`src/rtl/hazard_ctrl.sv`:
```
// Pipeline sequencer: load-use stalls, branch flushes, memory freeze and terminal halt.
// Optional perf counters (stall_cnt, flush_cnt) are built when HAZARD_PERF_EN is defined.
module hazard_ctrl #(
  parameter int unsigned RN_W       = 4,
  parameter int unsigned BR_PENALTY = 2,
  parameter int unsigned CNT_W      = 16
) (
  input  logic            clk,
  input  logic            reset,
  input  logic [RN_W-1:0] id_rn1,
  input  logic [RN_W-1:0] id_rn2,
  input  logic            id_use_rn2,
  input  logic            ex_mr,
  input  logic [RN_W-1:0] ex_wn,
  input  logic            br_taken,
  input  logic            mem_busy,
  input  logic            halt_req,
  output logic            pc_we,
  output logic            ifid_we,
  output logic            ifid_flush,
  output logic            idex_we,
  output logic            idex_bubble,
  output logic            exmem_we,
  output logic            halted
`ifdef HAZARD_PERF_EN
  ,
  output logic [CNT_W-1:0] stall_cnt,
  output logic [CNT_W-1:0] flush_cnt
`endif
);

  typedef enum logic [1:0] {StRun, StFlush, StHalt} state_e;

  localparam logic [2:0] FlushInit = 3'(BR_PENALTY - 1);

  state_e     state_q, state_d;
  logic [2:0] fcnt_q, fcnt_d;
  logic       lu;

  assign lu = ex_mr && (ex_wn != '0) &&
              ((ex_wn == id_rn1) || (id_use_rn2 && (ex_wn == id_rn2)));

  always_comb begin
    state_d     = state_q;
    fcnt_d      = fcnt_q;
    pc_we       = 1'b0;
    ifid_we     = 1'b0;
    ifid_flush  = 1'b0;
    idex_we     = 1'b0;
    idex_bubble = 1'b0;
    exmem_we    = 1'b0;
    halted      = 1'b0;
    if (reset) begin
      state_d = StRun;
      fcnt_d  = 3'd0;
    end else if (state_q == StHalt) begin
      halted = 1'b1;
    end else if (!mem_busy) begin
      if (br_taken || (state_q == StFlush)) begin
        pc_we       = 1'b1;
        ifid_we     = 1'b1;
        ifid_flush  = 1'b1;
        idex_we     = 1'b1;
        idex_bubble = 1'b1;
        exmem_we    = 1'b1;
        if (br_taken) begin
          // A branch (re)starts the penalty; the branch cycle itself counts as one flush.
          if (BR_PENALTY > 1) begin
            state_d = StFlush;
            fcnt_d  = FlushInit;
          end else begin
            state_d = StRun;
            fcnt_d  = 3'd0;
          end
        end else if (fcnt_q <= 3'd1) begin
          state_d = StRun;
          fcnt_d  = 3'd0;
        end else begin
          fcnt_d = fcnt_q - 3'd1;
        end
      end else if (lu) begin
        idex_bubble = 1'b1;
        idex_we     = 1'b1;
        exmem_we    = 1'b1;
      end else begin
        pc_we    = 1'b1;
        ifid_we  = 1'b1;
        idex_we  = 1'b1;
        exmem_we = 1'b1;
      end
      if (halt_req && !br_taken) begin
        state_d = StHalt;
        fcnt_d  = 3'd0;
      end
    end
  end

  always_ff @(posedge clk or posedge reset) begin
    if (reset) begin
      state_q <= StRun;
      fcnt_q  <= 3'd0;
    end else begin
      state_q <= state_d;
      fcnt_q  <= fcnt_d;
    end
  end

`ifdef HAZARD_PERF_EN
  logic stall_ev, flush_ev;

  assign stall_ev = (state_q == StRun) && !mem_busy && !br_taken && lu;
  assign flush_ev = (state_q != StHalt) && !mem_busy && (br_taken || (state_q == StFlush));

  always_ff @(posedge clk or posedge reset) begin
    if (reset) begin
      stall_cnt <= '0;
      flush_cnt <= '0;
    end else begin
      if (stall_ev && (stall_cnt != '1)) stall_cnt <= stall_cnt + 1'b1;
      if (flush_ev && (flush_cnt != '1)) flush_cnt <= flush_cnt + 1'b1;
    end
  end
`endif

endmodule
```
`config.mk`:
```
export PLATFORM = sky130hd
export DESIGN_NAME = hazard_ctrl
export DESIGN_NICKNAME = d
export VERILOG_FILES = /design/src/rtl/hazard_ctrl.sv
export SDC_FILE = /design/constraint.sdc
export NUM_CORES = 1
export LEC_CHECK = 0
export ABC_AREA = 1
export CAP_MARGIN = 20
export CORE_UTILIZATION = 37
export CTS_BUF_LIST = sky130_fd_sc_hd__clkbuf_4
export CTS_CLUSTER_DIAMETER = 40
export DETAILED_ROUTE_END_ITERATION = 7
export MAX_ROUTING_LAYER = met4
export PLACE_DENSITY = 0.79
export SYNTH_ARGS = -nofsm -noshare
export SYNTH_HDL_FRONTEND = slang
export SYNTH_SLANG_ARGS = --single-unit
```
`constraint.sdc`:
```
create_clock -name clk -period 1.37 [get_ports clk]
set_input_delay 0.274 -clock clk [delete_from_list [all_inputs] [get_ports clk]]
set_output_delay 0.274 -clock clk [all_outputs]
set_load 0.01 [all_outputs]
```
; ---- Yosys cells after proc, flatten, opt, wreduce, memory -nomap -nowiden
; Cells that the tools add are included.
; W data, S select, Z words.
[totals]
regBits = 5
in_bits = 19
out_inout_bits = 7
word_cells = 55
[classes]
add_sub_neg = 1
order_cmp = 1
eq_ne = 6
mux = 33
reduce_logical = 12
[op_table]
columns = cell, n
row1 = $mux W3, 7
row2 = $mux W1, 19
row3 = $mux W2, 7
row4 = $eq A4 B4 Y1, 2
row5 = $reduce_bool A4 Y1, 2
row6 = $logic_and A1 B1 Y1, 4
row7 = $ne A2 B2 Y1 const B, 2
row8 = $reduce_and A4 Y1, 1
row9 = $le A3 B1 Y1 const B, 1
row10 = $reduce_and A3 Y1, 1
row11 = $reduce_bool A3 Y1, 1
row12 = $sub A3 B1 Y3 const B, 1
row13 = $eq A2 B1 Y1 const B, 1
row14 = $eq A2 B2 Y1 const B, 1
row15 = $logic_or A1 B1 Y1, 2
row16 = $logic_not A1 Y1, 1

; ---- Logic depth before layout (Yosys ltp)
; Gate-level depths: netlist of the first run.
[logic_depth]
word_depth = 9
mapped_depth = 10
ltp_nobuf = 9

; ---- Worst setup path after synthesis of the first run
; OpenSTA, ideal clock, no wires.
[synth_path]
path_type = reg2out
from = reg state_q[0]
to = out pc_we
t_arrival_ns = 1.177
required_ns = 1.096
setup_slack_ns = -0.081
stages_incl_launch_ff = 7
n_path_buf = 1
cell_sequence = dfrtp_1 > or2_4 > nand3_1 > inv_1 > nand2_1 > nand2_1 > buf_4
[synth_between]
elab_chain_cells = 6
elab_cells_between_ends = 7
cone_classes = eq/ne (2) / mux (4) / reduce/logical (1)
[synth_rtl]
columns = element, line
row1 = start: declaration, 36  ; state_e state_q, state_d;
row2 = start signal: assignment, 100  ; state_q <= StRun;
row3 = start signal: assignment, 103  ; state_q <= state_d;
row4 = $eq A2 B1 Y1, 59  ; if (br_taken || (state_q == StFlush)) begin
row5 = $logic_or A1 B1 Y1, 59
row6 = $mux W1 (2 in a row), -
row7 = $mux W1 * (2 in a row), -
row8 = end: declaration, 18  ; output logic pc_we,
; Mark *: on every way between the ends. The rest lies on a longest branch, timed or not.

; ---- Final worst setup path of the first run
[layout_path]
from = reg state_q[0]
to = out idex_bubble
[layout_between]
elab_chain_cells = 6
elab_cells_between_ends = 7
cone_classes = eq/ne (2) / mux (4) / reduce/logical (1)
[layout_rtl]
columns = element, line
row1 = $eq A2 B1 Y1, 59
row2 = $logic_or A1 B1 Y1, 59
row3 = $mux W1, 59
row4 = $mux W1, 58  ; end else if (!mem_busy) begin
row5 = $mux W1 *, 56  ; end else if (state_q == StHalt) begin
row6 = $mux W1 *, 53  ; if (reset) begin
row7 = end: declaration, 22  ; output logic idex_bubble,
; Marked as above.

==> results.md, run 1 <==
* Outcome: complete, but fails checks
* Failing checks: negative setup slack
* I/O pin count at 26
* Vias per cell at between 4 and 5
* CTS tree: yes
* PortBufs at 25
* Synth Area per Inst at around 5.9 µm²
* Netlist cell types at 18
* Vias in the first global route at 533
* Combinational family with the most area after synthesis: simple AND/OR/NAND/NOR gates
* Finished Layout Cells at 145
* Global-route wire length before repair at 1.98 mm
* Rows at 13
* Comb power frac at 0.412
* Hold/Removal Path Class: input port to asynchronous set/reset pin
* Die height at 40.0 µm
* Max_slew headroom at 0.842
* Clk sinks at 5
* Sequential-to-total area share from yosys stat at 0.234
* Compound-Gate Fraction of Synth Area at 0.0794
* Die area at approximately 1600 µm²
* Synth Area in Adders at 0.0467
* Placed insts at roughly 140
* Residual DRC at 0
* Fin. Hold Viols at 0
* Tot GR Track Use at 0.191
* Syn_nets at 112
* Endpoints failing setup at 7
* Max cap viols at 0
* Clock network fraction of total power at 0.322
* Diodes inserted at 0
* Flops & latches, synth at 5
* Setup crit start kind: flop
* Synth Instances at slightly above 90
* Sw frac at 0.338
* Synthesis-to-finish area growth at 73.4%
* Power Density at roughly 700 nW/µm²
* Crit path required time at around 1100 ps
* Htree depth at 1
* Avg WL per Cell at approximately 10 µm
* Yosys warns at 0
* Largest net degree at the start of global routing at 8
* Area share of xor/xnor cells in the synthesized design at 0.0491
* RSZ-0062 raised after global routing: true
* Most frequent cells in the layout: nand2_1, inv_1, buf_4
* Commonest non-fill, non-tap cell in the layout: nand2_1
* Worst reg-to-reg path cell count at 6
* Final wirelength at about 1.5 mm
* Peak supply drop at between 0.0005 and 0.0006 V
* Crit path DAT at between 1000 and 1500 ps
* Final HPWL DP at between 1 and 1.5 mm
* Multiplexer share of the synthesized area at 0
* Die Wd at ~40 µm
* Clk Latency, worst-skew pair at between 200 and 300 ps
* Fin crit period at 1550 ps
* Nets at 152
* Worst setup EP type: primary output
* Worst Clk Skew at between 1.5 and 2 ps
* Initial Util at 0.406
* Tcrit/Tclk final at 1.13
* Hold slack final at 403 ps
* P_leak at 0.546 nW
* Cts bufs inserted at 3
* Clk root buf: clkbuf_4
* NetSw at 0.219 mW
* Critical path class: flop to primary output
* Core footprint at approximately 1300 µm²
* Post-CTS Hold Buffers at 0
* Drt pass-1 iters at 4
* Initial antenna violation count at 0
* Number of routed nets with antenna violations at 0
* Global route overflow at 0
* Proportion of layout cells with a drive suffix above 1 at 0.308
* Post-Synth Simple-Gate Area at 0.430
* Worst-Margin Slew at approximately 240 ps
* Maximum clock frequency at between 0.6 and 0.7 GHz
* Via count at 657
* Critical Path Fanout Max at 4
* DR iter-0 viols at 14
* Cell internal pwr at ~0.43 mW
* Pins Over Slew Limit at 0
* Post-route setup slack at -182 ps
* Synthesized cell area at around 540 µm²
* Sequential share of power at 0.266
* Routability cong. at 0.766
* Clk buf depth at 2
* Clk slew on worst S/H paths at about 50 ps
[state kept, by name, indices dropped and copies added (netlist names)]
signal,flops
fcnt_q,3
state_q,2
[Yosys cell counts, drive strengths merged]
cell | number | area (µm²)
a21oi | 2 | 10.0
buf | 2 | 15.0
nand3 | 7 | 40.0
o21ai | 5 | 25.0
xnor2 | 1 | 8.76
a21boi | 1 | 7.51
dfrtp | 5 | 125
nor3 | 1 | 5.00
nor2 | 10 | 37.5
ha | 2 | 25.0
xor2 | 2 | 17.5
nand2 | 33 | 139
or2 | 1 | 8.76
inv | 19 | 71.3
[per-layer routing]
layer / GRT usage / wire, µm / vias to the layer above
li1: - / - / 349
met1: 0.178 / 573 / 286
met2: 0.371 / 783 / 20
met3: 0.0389 / 125 / 2
met4: 0.0776 / 11 / 0
met5: - / 0 / -
[critical path, cell delays in order, from the launching register on]
cell and delay [ps]:
dfrtp_1 380, or2_4 270, nand3_4 70, inv_4 50, nand3_1 80, nand2_1 50, buf_2 130
[per-stage QoR]
stage,utilization,setup TNS (ps),area [µm²],setup WS [ps],power (mW)
final,0.705,-1150,928,-182,0.648
after global routing,0.705,-1580,928,-245,0.700
after CTS,0.676,-1120,891,-181,0.623
after detailed placement,0.660,-5490,870,-799,0.432
after global placement,0.660,-5190,870,-781,0.426
after floorplan,-,0,541,4.44,0.303
[power groups by stage]
stage	registers [mW]	clock network, mW	logic, mW
2_1_floorplan	0.172	0	0.131
3_3_place_gp	0.173	0	0.252
3_5_place_dp	0.174	0	0.258
4_1_cts	0.172	0.199	0.251
5_1_grt	0.174	0.226	0.299
6_report	0.172	0.209	0.267
[path summary, 6_finish.rpt]
path | start | end | slack [ps]
min in group clk | br_taken | state_q[0]$_DFFE_PP0P_ | 440
worst max register to register | state_q[0]$_DFFE_PP0P_ | fcnt_q[2]$_DFFE_PP0P_ | 90
worst min-delay path | reset | state_q[0]$_DFFE_PP0P_ | 400
worst min register to register | state_q[1]$_DFFE_PP0P_ | state_q[1]$_DFFE_PP0P_ | 510
max in group asynchronous | reset | fcnt_q[1]$_DFFE_PP0P_ | 840
worst max-delay path | state_q[0]$_DFFE_PP0P_ | idex_bubble | -180
[timing repair]
item	CTS	global route
pin swaps	13	7
buffers inserted	0	2
hold endpoints to repair	0	0
resized for setup	54	10
endpoints found under the setup margin	11	12
[cells by family after synthesis]
logic type	after synthesis
buffers and inverters	21
AND/OR/NAND/NOR	52
AO/OA/AOI/OAI	8
adder cells (fa/ha/maj)	2
flip-flops	5
XOR/XNOR	3
[cell type report]
class                           instances  area, µm²
Clock buffer                            4       30.0
Fill cell                             107        389
Inverter                               19       73.8
Multi-Input combinational cell         65        363
Sequential cell                         5        125
Tap cell                               15       18.8
Timing Repair Buffer                   37        318
No activity file was read; power rests on OpenSTA's default activity.
==> inputs of run 2 (changes only) <==
Settings changed: CORE_UTILIZATION 37 to 35, CTS_BUF_LIST sky130_fd_sc_hd__clkbuf_4 to not set, PLACE_DENSITY 0.79 to 0.76.
==> results.md, run 2 (same netlist as run 1, synthesis figures left out) <==
* Outcome: complete, but fails checks
* Failing checks: negative setup slack
* Die area at 1690 µm²
* Residual DRC at 0
* RSZ-0062 raised after global routing: true
* Reg2reg start: state_q[0]$_DFFE_PP0P_
* Tot GR Track Use at 0.168
* Number of routed nets with antenna violations at 0
* Nets at between 150 and 200
* Final HPWL DP at between 1 and 1.5 mm
* Flop2flop setup slack at 90 ps
* Endpoints failing setup at 7
* Worst Clk Skew at slightly below 8 ps
* Slowest-stage cell, CP: dfrtp_1
* Worst-Margin Slew at approximately 180 ps
* Clk buf depth at 2
* Proportion of layout cells with a drive suffix above 1 at 0.341
* Global route overflow at 0
* Clk slew on worst S/H paths at 50 ps
* Hold slack final at 416 ps
* Most frequent cells in the layout: nand2_1, inv_1, buf_4
* Worst reg-to-reg path cell count at 7
* Core footprint at 1370 µm²
* Worst setup EP type: primary output
* Max reg flops at 3
* Critical path class: flop to primary output
* Fin. Hold Viols at 0
* Critical Path Fanout Max at 4
* Crit path DAT at 1250 ps
* Vias in the first global route at slightly above 500
* Power Total at ~0.62 mW
* CP Cell Sequence: or2_4 > nand3_4 > inv_4 > nand2_2 > nand2_2 > buf_6
* Most frequent CP cell: nand2_2
* Die height at 41.1 µm
* Initial Util at 0.392
* Max cap viols at 0
* Clk root buf: clkbuf_4
* Rows at 13
* Placed cell areas at 870 µm²
* Crit path from: state_q[0]$_DFFE_PP0P_
* Largest net degree at the start of global routing at 8
* CTS tree: yes
* Synthesis-to-finish area growth at 73.1%
* Die Wd at 41.1 µm
* Hold/Removal Path Class: input port to asynchronous set/reset pin
* Post-route cell area at just over 900 µm²
* Biggest regs: fcnt_q x3, state_q x2
* Final wirelength at around 1.4 mm
* Commonest non-fill, non-tap cell in the layout: nand2_1
* Peak supply drop at around 0.00060 V
* Post-CTS Hold Buffers at 0
* Maximum clock frequency at 0.655 GHz
* I/O pin count at 26
* Htree depth at 1
* DR iter-0 viols at 1
* Crit path required time at around 1100 ps
* Vias per cell at approximately 4.6
* Pins Over Slew Limit at 0
* Clk sinks at 5
* Initial antenna violation count at 0
* Routability cong. at between 0.7 and 0.8
* CP peak stage delay at 370 ps
* End of the worst register-to-register path: fcnt_q[2]$_DFFE_PP0P_
* Power Density at a little under 700 nW/µm²
* Tcrit/Tclk final at 1.11
* P_leak at 0.533 nW
* Cts bufs inserted at 3
* Avg WL per Cell at ~10 µm
* Reg with most FFs: fcnt_q
* Clk Latency, worst-skew pair at 240 ps
* Fin crit period at 1530 ps
* Via count at around 660
* Diodes inserted at 0
* Global-route wire length before repair at 1.74 mm
* Drt pass-1 iters at 2
* Post-route setup slack at -156 ps
* Setup crit start kind: flop
* PortBufs at 25
* Max_slew headroom at 0.877
* Layout fillers at 126
## run 2: per-stage QoR
| stage | worst slack, ps | utilization | TNS (ps) | instances |
|---|---|---|---|---|
| 2_1_floorplan | 4.44 | - | 0 | 91 |
| 3_3_place_gp | -805 | 0.636 | -5390 | 139 |
| 3_5_place_dp | -827 | 0.636 | -5660 | 139 |
| 4_1_cts | -176 | 0.662 | -1120 | 144 |
| 5_1_grt | -214 | 0.679 | -1390 | 144 |
| 6_report | -156 | 0.679 | -992 | 144 |
## run 2: per-layer routing
layer	vias up	wire (µm)	global-route usage	share of wire
li1	347	-	-	-
met5	-	0	-	0
met1	288	605	0.137	0.42
met4	0	0	0.0565	0
met3	0	117	0.0707	0.081
met2	21	718	0.328	0.50
## run 2: report_power, final
part	switching (mW)	internal [mW]	total, mW
Sequential	0.00922	0.163	0.172
Clock	0.0614	0.110	0.172
Combinational	0.142	0.139	0.280
## run 2: how the worst max path moves through the flow
stage / cells after the start / endpoint
after floorplan: 6 / pc_we
after global placement: 10 / idex_bubble
after detailed placement: 11 / ifid_we
after CTS: 6 / ifid_we
after global routing: 6 / pc_we
final: 6 / ifid_we
## run 2: worst max-delay path: cells and delay by family (launching register included)
kind,cells,cell delay (ps)
buffers and inverters,2,160
flip-flops,1,370
AND/OR/NAND/NOR,4,480
## run 2: layout make-up
type / count / area, µm² / share of cell area
multi-input cells: 65 / 384 / 0.414
well taps: 15 / 18.8 / 0.0202
repair buffers: 36 / 299 / 0.323
clock buffers: 4 / 26.3 / 0.0283
flip-flops and latches: 5 / 125 / 0.135
inverters: 19 / 73.8 / 0.0796
## run 2: timing repair
item / 4_1_cts / 5_1_grt
buffers inserted: 1 / 0
pin swaps: 11 / 8
endpoints found under the setup margin: 11 / 12
resized for setup: 55 / 20
